## src/rtl/canny_pkg.sv

```systemverilog
// Shared defaults, widths and state encoding for the Canny line-buffer controller.
package canny_pkg;

  localparam int DATA_WIDTH = 8;
  localparam int IMG_WIDTH  = 1920;
  localparam int IMG_HEIGHT = 1080;
  localparam int COL_W      = $clog2(IMG_WIDTH);
  localparam int ROW_W      = $clog2(IMG_HEIGHT);

  typedef enum logic [1:0] {
    IDLE = 2'd0,
    RUN  = 2'd1,
    DONE = 2'd2,
    SYNC = 2'd3
  } state_t;

endpackage

```

## src/rtl/canny_line_buf_ctrl.sv

```systemverilog
// Sequences two line-delay FIFOs into an aligned (top, mid, bot) column stream.
// Optional CANNY_LBC_ERR_CHK_EN adds a sticky protocol-error flag (err_sticky).
module canny_line_buf_ctrl #(
  parameter int DATA_WIDTH = canny_pkg::DATA_WIDTH,
  parameter int IMG_WIDTH  = canny_pkg::IMG_WIDTH,
  parameter int IMG_HEIGHT = canny_pkg::IMG_HEIGHT,
  localparam int COL_BITS  = $clog2(IMG_WIDTH),
  localparam int ROW_BITS  = $clog2(IMG_HEIGHT)
) (
`ifdef CANNY_LBC_ERR_CHK_EN
  output logic                  err_sticky,
`endif
  input  logic                  clk,
  input  logic                  rst,
  input  logic                  frame_start,
  input  logic                  in_valid,
  input  logic [DATA_WIDTH-1:0] in_data,
  output logic                  busy,
  output logic                  fifo0_wr_en,
  output logic [DATA_WIDTH-1:0] fifo0_wr_data,
  output logic                  fifo0_rd_en,
  input  logic [DATA_WIDTH-1:0] fifo0_rd_data,
  output logic                  fifo1_wr_en,
  output logic [DATA_WIDTH-1:0] fifo1_wr_data,
  output logic                  fifo1_rd_en,
  input  logic [DATA_WIDTH-1:0] fifo1_rd_data,
  output logic                  out_valid,
  output logic [DATA_WIDTH-1:0] out_top,
  output logic [DATA_WIDTH-1:0] out_mid,
  output logic [DATA_WIDTH-1:0] out_bot,
  output logic [COL_BITS-1:0]   out_col,
  output logic [ROW_BITS-1:0]   out_row,
  output logic                  out_eof
);

  import canny_pkg::*;

  localparam logic [COL_BITS-1:0] COL_LAST = COL_BITS'(IMG_WIDTH - 1);
  localparam logic [ROW_BITS-1:0] ROW_LAST = ROW_BITS'(IMG_HEIGHT - 1);
  localparam logic [ROW_BITS-1:0] ROW_TWO  = ROW_BITS'(2);

  state_t              state_reg, state_next;
  logic [COL_BITS-1:0] col_reg, col_next, cur_col;
  logic [ROW_BITS-1:0] row_reg, row_next, cur_row;
  logic                restart, pix_accept, dummy, accept, last_col, eof_now;

  logic                accept_d1_reg, dummy_d1_reg, eof_d1_reg;
  logic [COL_BITS-1:0] col_d1_reg;
  logic [ROW_BITS-1:0] row_d1_reg;
  logic [DATA_WIDTH-1:0] bot_d1_reg;

  always_comb begin
    restart    = frame_start && (state_reg == IDLE || state_reg == DONE ||
                                 (state_reg == RUN && col_reg == '0));
    cur_col    = restart ? '0 : col_reg;
    cur_row    = restart ? '0 : row_reg;
    pix_accept = in_valid && (restart || (state_reg == RUN && !frame_start));
    // Each SYNC cycle is a zero-data accept that pads the FIFOs out to the line end.
    dummy      = (state_reg == SYNC);
    accept     = pix_accept || dummy;
    last_col   = (cur_col == COL_LAST);
    eof_now    = pix_accept && last_col && (cur_row == ROW_LAST);

    state_next = state_reg;
    col_next   = cur_col;
    row_next   = cur_row;
    if (restart) begin
      state_next = RUN;
    end else if (state_reg == RUN && frame_start) begin
      state_next = SYNC;
    end
    if (accept) begin
      if (!last_col) begin
        col_next = cur_col + 1'b1;
      end else begin
        col_next = '0;
        if (dummy || cur_row == ROW_LAST) begin
          row_next   = '0;
          state_next = dummy ? RUN : DONE;
        end else begin
          row_next = cur_row + 1'b1;
        end
      end
    end
  end

  always_comb begin
    busy          = dummy;
    fifo0_wr_en   = accept;
    fifo0_wr_data = pix_accept ? in_data : '0;
    fifo0_rd_en   = accept && (cur_row != '0);
    fifo1_rd_en   = accept && (cur_row >= ROW_TWO);
  end

  always_ff @(posedge clk or posedge rst) begin
    if (rst) begin
      state_reg     <= IDLE;
      col_reg       <= '0;
      row_reg       <= '0;
      accept_d1_reg <= 1'b0;
      dummy_d1_reg  <= 1'b0;
      eof_d1_reg    <= 1'b0;
      col_d1_reg    <= '0;
      row_d1_reg    <= '0;
      bot_d1_reg    <= '0;
    end else begin
      state_reg     <= state_next;
      col_reg       <= col_next;
      row_reg       <= row_next;
      accept_d1_reg <= accept;
      dummy_d1_reg  <= dummy;
      eof_d1_reg    <= eof_now;
      col_d1_reg    <= cur_col;
      row_d1_reg    <= cur_row;
      bot_d1_reg    <= fifo0_wr_data;
    end
  end

  // FIFO 1 is fed only by forwarding what FIFO 0 returned one cycle earlier.
  assign fifo1_wr_en   = accept_d1_reg && (row_d1_reg != '0);
  assign fifo1_wr_data = fifo0_rd_data;

  assign out_valid = accept_d1_reg && !dummy_d1_reg && (row_d1_reg >= ROW_TWO);
  assign out_top   = out_valid ? fifo1_rd_data : '0;
  assign out_mid   = out_valid ? fifo0_rd_data : '0;
  assign out_bot   = out_valid ? bot_d1_reg : '0;
  assign out_col   = out_valid ? col_d1_reg : '0;
  assign out_row   = out_valid ? row_d1_reg : '0;
  assign out_eof   = out_valid && eof_d1_reg;

`ifdef CANNY_LBC_ERR_CHK_EN
  logic err_event;
  assign err_event = (in_valid && dummy) ||
                     (in_valid && !frame_start && (state_reg == IDLE || state_reg == DONE)) ||
                     (frame_start && dummy);

  always_ff @(posedge clk or posedge rst) begin
    if (rst) begin
      err_sticky <= 1'b0;
    end else if (err_event) begin
      err_sticky <= 1'b1;
    end
  end
`endif

endmodule

```

## config.mk

```make
export PLATFORM = sky130hd
export DESIGN_NAME = canny_line_buf_ctrl
export DESIGN_NICKNAME = d
export VERILOG_FILES = /design/src/rtl/canny_pkg.sv /design/src/rtl/canny_line_buf_ctrl.sv
export SDC_FILE = /design/constraint.sdc
export NUM_CORES = 1
export LEC_CHECK = 0
export CAP_MARGIN = 25
export CORE_MARGIN = 2
export CORE_UTILIZATION = 50
export CTS_BUF_LIST = sky130_fd_sc_hd__clkbuf_8 sky130_fd_sc_hd__clkbuf_16
export DETAILED_ROUTE_END_ITERATION = 10
export GPL_TIMING_DRIVEN = 0
export HOLD_SLACK_MARGIN = 0.12
export PLACE_DENSITY_LB_ADDON = 0.1
export SYNTH_ARGS = -nofsm -noshare
export SYNTH_HDL_FRONTEND = slang
export SYNTH_SLANG_ARGS = --single-unit
```

## constraint.sdc

```tcl
create_clock -name clk -period 6 [get_ports clk]
set_input_delay 0.6 -clock clk [delete_from_list [all_inputs] [get_ports clk]]
set_output_delay 0.6 -clock clk [all_outputs]
set_load 0.02 [all_outputs]
```

==> flow_summary.json, run 1 <==
{
  "outcome": "finished, final reports clean",
  "synthTopCellsByArea": "dfrtp_1, and2_1, nand2_1",
  "cp-start-kind": "flip-flop",
  "routedWlPerCell_um": 14.7,
  "die_area_um2": 6600,
  "yosys_warnings": 0,
  "gr-total-overflow": 0,
  "cts_buffers": 9,
  "leakage_nw": 1.86,
  "synth_top_area_share_pct": 47.8,
  "muxShareOfSynthArea_pct": 0.335,
  "synthAdderAreaFrac_pct": 1.68,
  "endpoint": "fifo0_wr_data[5]",
  "required_ns": 5.40,
  "core_area_um2": 5850,
  "drv_cap": 0,
  "syn_nets": 347,
  "die_h_um": 81.3,
  "synth.avg_cell_area_um2": 9.47,
  "finalHoldViolations": 0,
  "grt_pass1_vias": 2380,
  "pre_cts_ws_ns": 1.93,
  "ys_ff_latch": 57,
  "finalWorstSetupSlack_ns": 1.85,
  "fin_nets": 454,
  "drcViolationCount": 0,
  "start_util_pct": 51.0,
  "clock-sinks": 57,
  "antenna_found_initial": 0,
  "fin_skew_ns": 0.00835,
  "clkLatencyLatePin_ns": 0.34,
  "power_mw": 1.07,
  "arrival_ns": 3.55,
  "num_rows": 28,
  "cts_root_buffer": "clkbuf_8",
  "syn2layout_area_growth_pct": 42.5,
  "port_buffers": 95,
  "h-tree-depth": 3,
  "seq_area_um2": 1430,
  "synth_xor_area_share_pct": 1.47,
  "fin_crit_sh_pct": 69.1,
  "fp.dieW_um": 81.3,
  "r2r_cells": 13,
  "ir_drop_mv": 0.276,
  "cts_resized": 0,
  "synthSimpleGateAreaFrac_pct": 31.5,
  "reg2reg_to": "row_reg[9]",
  "multi_input_area_um2": 1370,
  "ant_nets": 0,
  "routed_wl_mm": 7.39,
  "synth_top_family_by_area": "simple AND/OR/NAND/NOR gates",
  "nFillCells": 443,
  "num_vias": 2674,
  "cts_buffer_depth": 2,
  "ios": 97,
  "grt_setup_unrepaired": "no",
  "synth_ff_type": "dfrtp_1",
  "ys_seq_area_share_pct": 47.8,
  "max_slew_margin_pct": 29.6,
  "drive_gt1_share_pct": 8.43,
  "dr.pass1.iters": 5,
  "crit_type": "reg -> out",
  "synth.cell_area_um2": 2980,
  "synth_edf_count": 0,
  "clk_pin_slew_worst_paths_ns": 0.07,
  "dpl.hpwl_mm": 5.64,
  "power.density_nw_per_um2": 252,
  "syn_inst": 315,
  "synth_compound_area_share_pct": 10.7,
  "finalSetupTns_ns": 0,
  "via_per_inst": 5.33,
  "drt_iter0_markers": 165,
  "worst_pin_slew_ns": 1.04,
  "hp-class": "reg -> reg",
  "grt_max_degree": 43,
  "synth_area_leader_cell": "dfrtp_1",
  "cts_tree": "yes",
  "synth_cell_types": 48,
  "reg2reg_slack_ns": 2.04,
  "max_freq_mhz": 241,
  "maxSlewViolCount": 0,
  "fin_crit_ns": 4.15,
  "cts_setup_buffers": 0,
  "antenna_cells": 0,
  "grt_pass1_wl_mm": 11.9,
  "setup_viol": 0,
  "cp-startpoint": "state_reg[1]",
  "hold_buffers": 0,
  "place.gp.congestion": 0.930,
  "synth_commonest_cells": "and2_1, dfrtp_1, nand2_1",
  "post-synth-top-count-cell": "and2_1",
  "critPathMaxFanout": 10,
  "async_reset_ff_share_pct": 100,
  "cp-end-kind": "primary output",
  "grt_usage_pct": 24.1,
  "timing.rr.start": "state_reg[1]"
}
## routing by layer
metal,vias up,global-route usage [%],share of wire [%]
met2,129,37.0,46
met5,-,0,0
met3,12,6.56,8.9
met4,0,10.2,1.5
li1,1297,-,-
met1,1236,32.4,43
## logic make-up after synthesis
kind of cell / count (synthesis)
and+or+nand+nor: 163
xor gates and xnor gates: 5
DFF: 57
adders and majority gates: 4
buffers and inverters: 41
muxes: 1
AOI/OAI and AO/OA: 44
## final cells by class
cell class	instances	share of cell area [%]
tap	75	2.21
clock buffer	10	3.24
timing repair buffer	96	22.8
multi-input combinational	217	32.1
sequential	57	33.5
inverter	16	1.41
clock inverter	6	1.56
buffer	25	3.12
## worst max-delay path, cell delays in order (launching register included)
cell,delay [ns]
dfrtp_1,0.45
or4_1,0.61
o41ai_2,0.96
o21a_1,0.39
and2_1,0.18
clkdlybuf4s50_1,0.62
## through the flow
step	hold WS, ns	instances	utilization (%)	cell area (um^2)
floorplan	0.491	315	-	2980
global placement	0.536	485	68.9	4030
detailed placement	0.545	486	69.2	4050
CTS	0.548	502	72.7	4250
global route	0.575	502	72.7	4250
finish	0.556	502	72.7	4250
## placed cells by master (no fill, tap or decap), types with 2 or more instances in the layout
cell type        instances
clkdlybuf4s50_1         95
and2_1                  68
dfrtp_1                 57
nand2_1                 26
nand3_1                 18
clkbuf_1                15
inv_1                   14
a21oi_1                 10
clkbuf_8                10
or3_1                    9
o21ai_0                  9
buf_4                    8
nor2_1                   7
or4_1                    6
nand2b_1                 4
nor4_1                   4
nor3_1                   4
xnor2_1                  4
ha_1                     4
a31oi_1                  3
o41ai_1                  3
nand4_1                  3
o22ai_1                  3
clkinvlp_4               3
a31o_2                   2
nand3b_1                 2
a211oi_1                 2
and4_1                   2
or2_2                    2
and3_1                   2
a22oi_1                  2
o21a_1                   2
## worst min-delay path by stage
stage,endpoint,cells past startpoint,start
3_3_place_gp,row_reg[0],2,row_reg[0]
5_1_grt,row_reg[6],1,row_reg[6]
4_1_cts,row_reg[8],1,row_reg[8]
3_5_place_dp,row_reg[8],1,row_reg[8]
2_1_floorplan,row_d1_reg[10],2,row_reg[10]
6_report,row_reg[8],1,row_reg[8]
## power breakdown
part | total (mW) | internal [mW] | switching, mW
clock | 0.359 | 0.203 | 0.155
sequential | 0.489 | 0.445 | 0.0434
combinational | 0.223 | 0.107 | 0.116
Power figures use the tool's default switching activity.
==> inputs of run 2 (changes only) <==
--- a/config.mk
+++ b/config.mk
@@ -7,7 +7,7 @@
 export LEC_CHECK = 0
 export CAP_MARGIN = 25
 export CORE_MARGIN = 2
-export CORE_UTILIZATION = 50
+export CORE_UTILIZATION = 42
 export CTS_BUF_LIST = sky130_fd_sc_hd__clkbuf_8 sky130_fd_sc_hd__clkbuf_16
 export DETAILED_ROUTE_END_ITERATION = 10
 export GPL_TIMING_DRIVEN = 0
==> constraint.sdc (replaced) <==
create_clock -name clk -period 3.5 [get_ports clk]
set_input_delay 0.35 -clock clk [delete_from_list [all_inputs] [get_ports clk]]
set_output_delay 0.35 -clock clk [all_outputs]
set_load 0.02 [all_outputs]
==> run 2 against run 1 <==
  * Die area grew 18%
  * Count of clock-buffer cells in the layout increased by 1
  * Worst setup slack lost 1.7 ns
  * Design area rose by 1.9%
  * Worst hold slack worse by 0.19 ns
  * Critical path depth increased by 4
  * First-iteration DRC count down 36%
  * Total power rose by 70%
  * Via count down 1.1%
  * Core utilization fell by 9.2 points
  * Critical endpoint is now fifo1_rd_en
  * Largest power group unchanged
  * Register-to-register slack lost 1.8 ns
  * Combinational power up 71%
==> flow_summary.json, run 2 (synthesis results as in run 1) <==
{
  "outcome": "finished, final reports clean",
  "instances_no_fill": 526,
  "internal_power_mw": 1.30,
  "finalWorstSetupSlack_ns": 0.181,
  "slowest_delay_ns": 0.63,
  "antenna_found_initial": 0,
  "multi_input_area_um2": 1380,
  "clk_pin_slew_worst_paths_ns": 0.06,
  "grt_setup_unrepaired": "no",
  "cts_buffer_depth": 2,
  "max_slew_margin_pct": 64.6,
  "required_ns": 3.15,
  "routedWlPerCell_um": 14.3,
  "drt_iter0_markers": 106,
  "slowest_stage": "or4_1",
  "power_switching_mw": 0.517,
  "power_frac_comb_pct": 21.0,
  "ios": 97,
  "setup_viol": 0,
  "arrival_ns": 2.97,
  "drcViolationCount": 0,
  "cts_buffers": 9,
  "critPathMaxFanout": 10,
  "grt_pass1_wl_mm": 12.0,
  "cp-start-kind": "flip-flop",
  "crit_type": "reg -> out",
  "syn2layout_area_growth_pct": 45.2,
  "drv_cap": 0,
  "seq_area_um2": 1430,
  "start_util_pct": 43.7,
  "die_area_um2": 7800,
  "nFillCells": 594,
  "num_vias": 2644,
  "grt_usage_pct": 20.4,
  "ir_drop_mv": 0.403,
  "power_frac_clock_pct": 33.3,
  "cp-end-kind": "primary output",
  "fin_skew_ns": 0.00686,
  "drive_gt1_share_pct": 10.9,
  "die_h_um": 88.3,
  "final_common_cell": "clkdlybuf4s50_1",
  "switching_share_pct": 28.5,
  "cts_tree": "yes",
  "worst_pin_slew_ns": 0.518,
  "max_freq_mhz": 301,
  "reg2reg_slack_ns": 0.20,
  "cts_root_buffer": "clkbuf_8",
  "fin_crit_ns": 3.32,
  "place.gp.congestion": 0.914,
  "dr.pass1.iters": 4,
  "dp.cells": 507,
  "cp_cell_sequence": "or4_1 -> o41a_1 -> clkbuf_2 -> nand2_1 -> inv_1 -> ha_1 -> inv_1 -> a21oi_1 -> dlygate4sd2_1",
  "power.density_nw_per_um2": 419,
  "seq_power_share_pct": 45.8,
  "port_buffers": 95,
  "clkLatencyLatePin_ns": 0.33,
  "fp.dieW_um": 88.3,
  "core_area_um2": 6830,
  "clock-sinks": 57,
  "finalHoldViolations": 0,
  "routed_wl_mm": 7.50,
  "layout_common_cells": "clkdlybuf4s50_1, and2_1, dfrtp_1",
  "cpMostUsedCell": "inv_1",
  "grt_pass1_vias": 2409,
  "dpl.hpwl_mm": 5.64,
  "gr-total-overflow": 0,
  "grt_max_degree": 35,
  "h-tree-depth": 3,
  "antenna_cells": 0,
  "pre_cts_ws_ns": -0.388,
  "ant_nets": 0,
  "hp-class": "in -> async",
  "utilization_pct": 63.4,
  "num_rows": 30,
  "leakage_nw": 1.92,
  "maxSlewViolCount": 0,
  "fin_nets": 458,
  "via_per_inst": 5.03,
  "fin_crit_sh_pct": 94.8
}
## run 2: final timing paths
path,startpoint,end,depth (start not counted)
max,state_reg[1],fifo1_rd_en,9
max in group asynchronous,rst,col_reg[2],3
min,rst,bot_d1_reg[5],2
min reg2reg,row_reg[6],row_reg[6],1
max reg2reg,state_reg[1],row_reg[6],12
min in group clk,frame_start,state_reg[0],3
## run 2: worst max-delay path: cells and delay by family, from the launching register on
| family | cells | cell delay [ns] |
|---|---|---|
| compound gates | 2 | 0.54 |
| fa+ha+maj | 1 | 0.18 |
| simple gates | 2 | 0.77 |
| buf+inv | 4 | 0.72 |
| flops | 1 | 0.43 |
## run 2: metrics by stage
stage                     cell area [um^2]  power (mW)  hold WS [ns]  TNS, ns
after floorplan                       2980        1.08         0.491        0
after global placement                4060        1.21         0.538    -2.88
after detailed placement              4080        1.22         0.544    -3.44
after CTS                             4320        1.83         0.378        0
after global routing                  4330        1.92         0.427        0
final                                 4330        1.81         0.369        0
## run 2: per-layer routing
| metal | GRT usage [%] | vias up | routed length, um |
|---|---|---|---|
| met5 | 0 | - | 0 |
| met4 | 10.3 | 0 | 133 |
| met3 | 5.50 | 14 | 719 |
| met2 | 29.5 | 118 | 3370 |
| met1 | 28.4 | 1215 | 3270 |
| li1 | - | 1297 | - |
## run 2: power by group through the flow
stage          registers [mW]  logic [mW]  clock network, mW
6_report                0.830       0.381              0.603
3_5_place_dp            0.842       0.383                  0
2_1_floorplan           0.821       0.260                  0
3_3_place_gp            0.842       0.372                  0
4_1_cts                 0.830       0.384              0.619
5_1_grt                 0.849       0.429              0.642
## run 2: what timing repair did
| action | CTS | global route |
|---|---|---|
| buffers inserted | 5 | 2 |
| pin swaps | 3 | 1 |
| gates cloned | 0 | 0 |
| hold buffers | 0 | 0 |
| endpoints found under the setup margin | 21 | 17 |
| resized for setup | 10 | 3 |
## run 2: area by class of cell
cell class              count  share of cell area, %
flip-flops and latches     57                   32.9
multi-input cells         217                   31.9
repair buffers            103                   23.5
clock buffers              11                   3.49
plain buffers              22                   2.94
well taps                  96                   2.77
inverters                  16                   1.44
clock inverters             4                   1.01
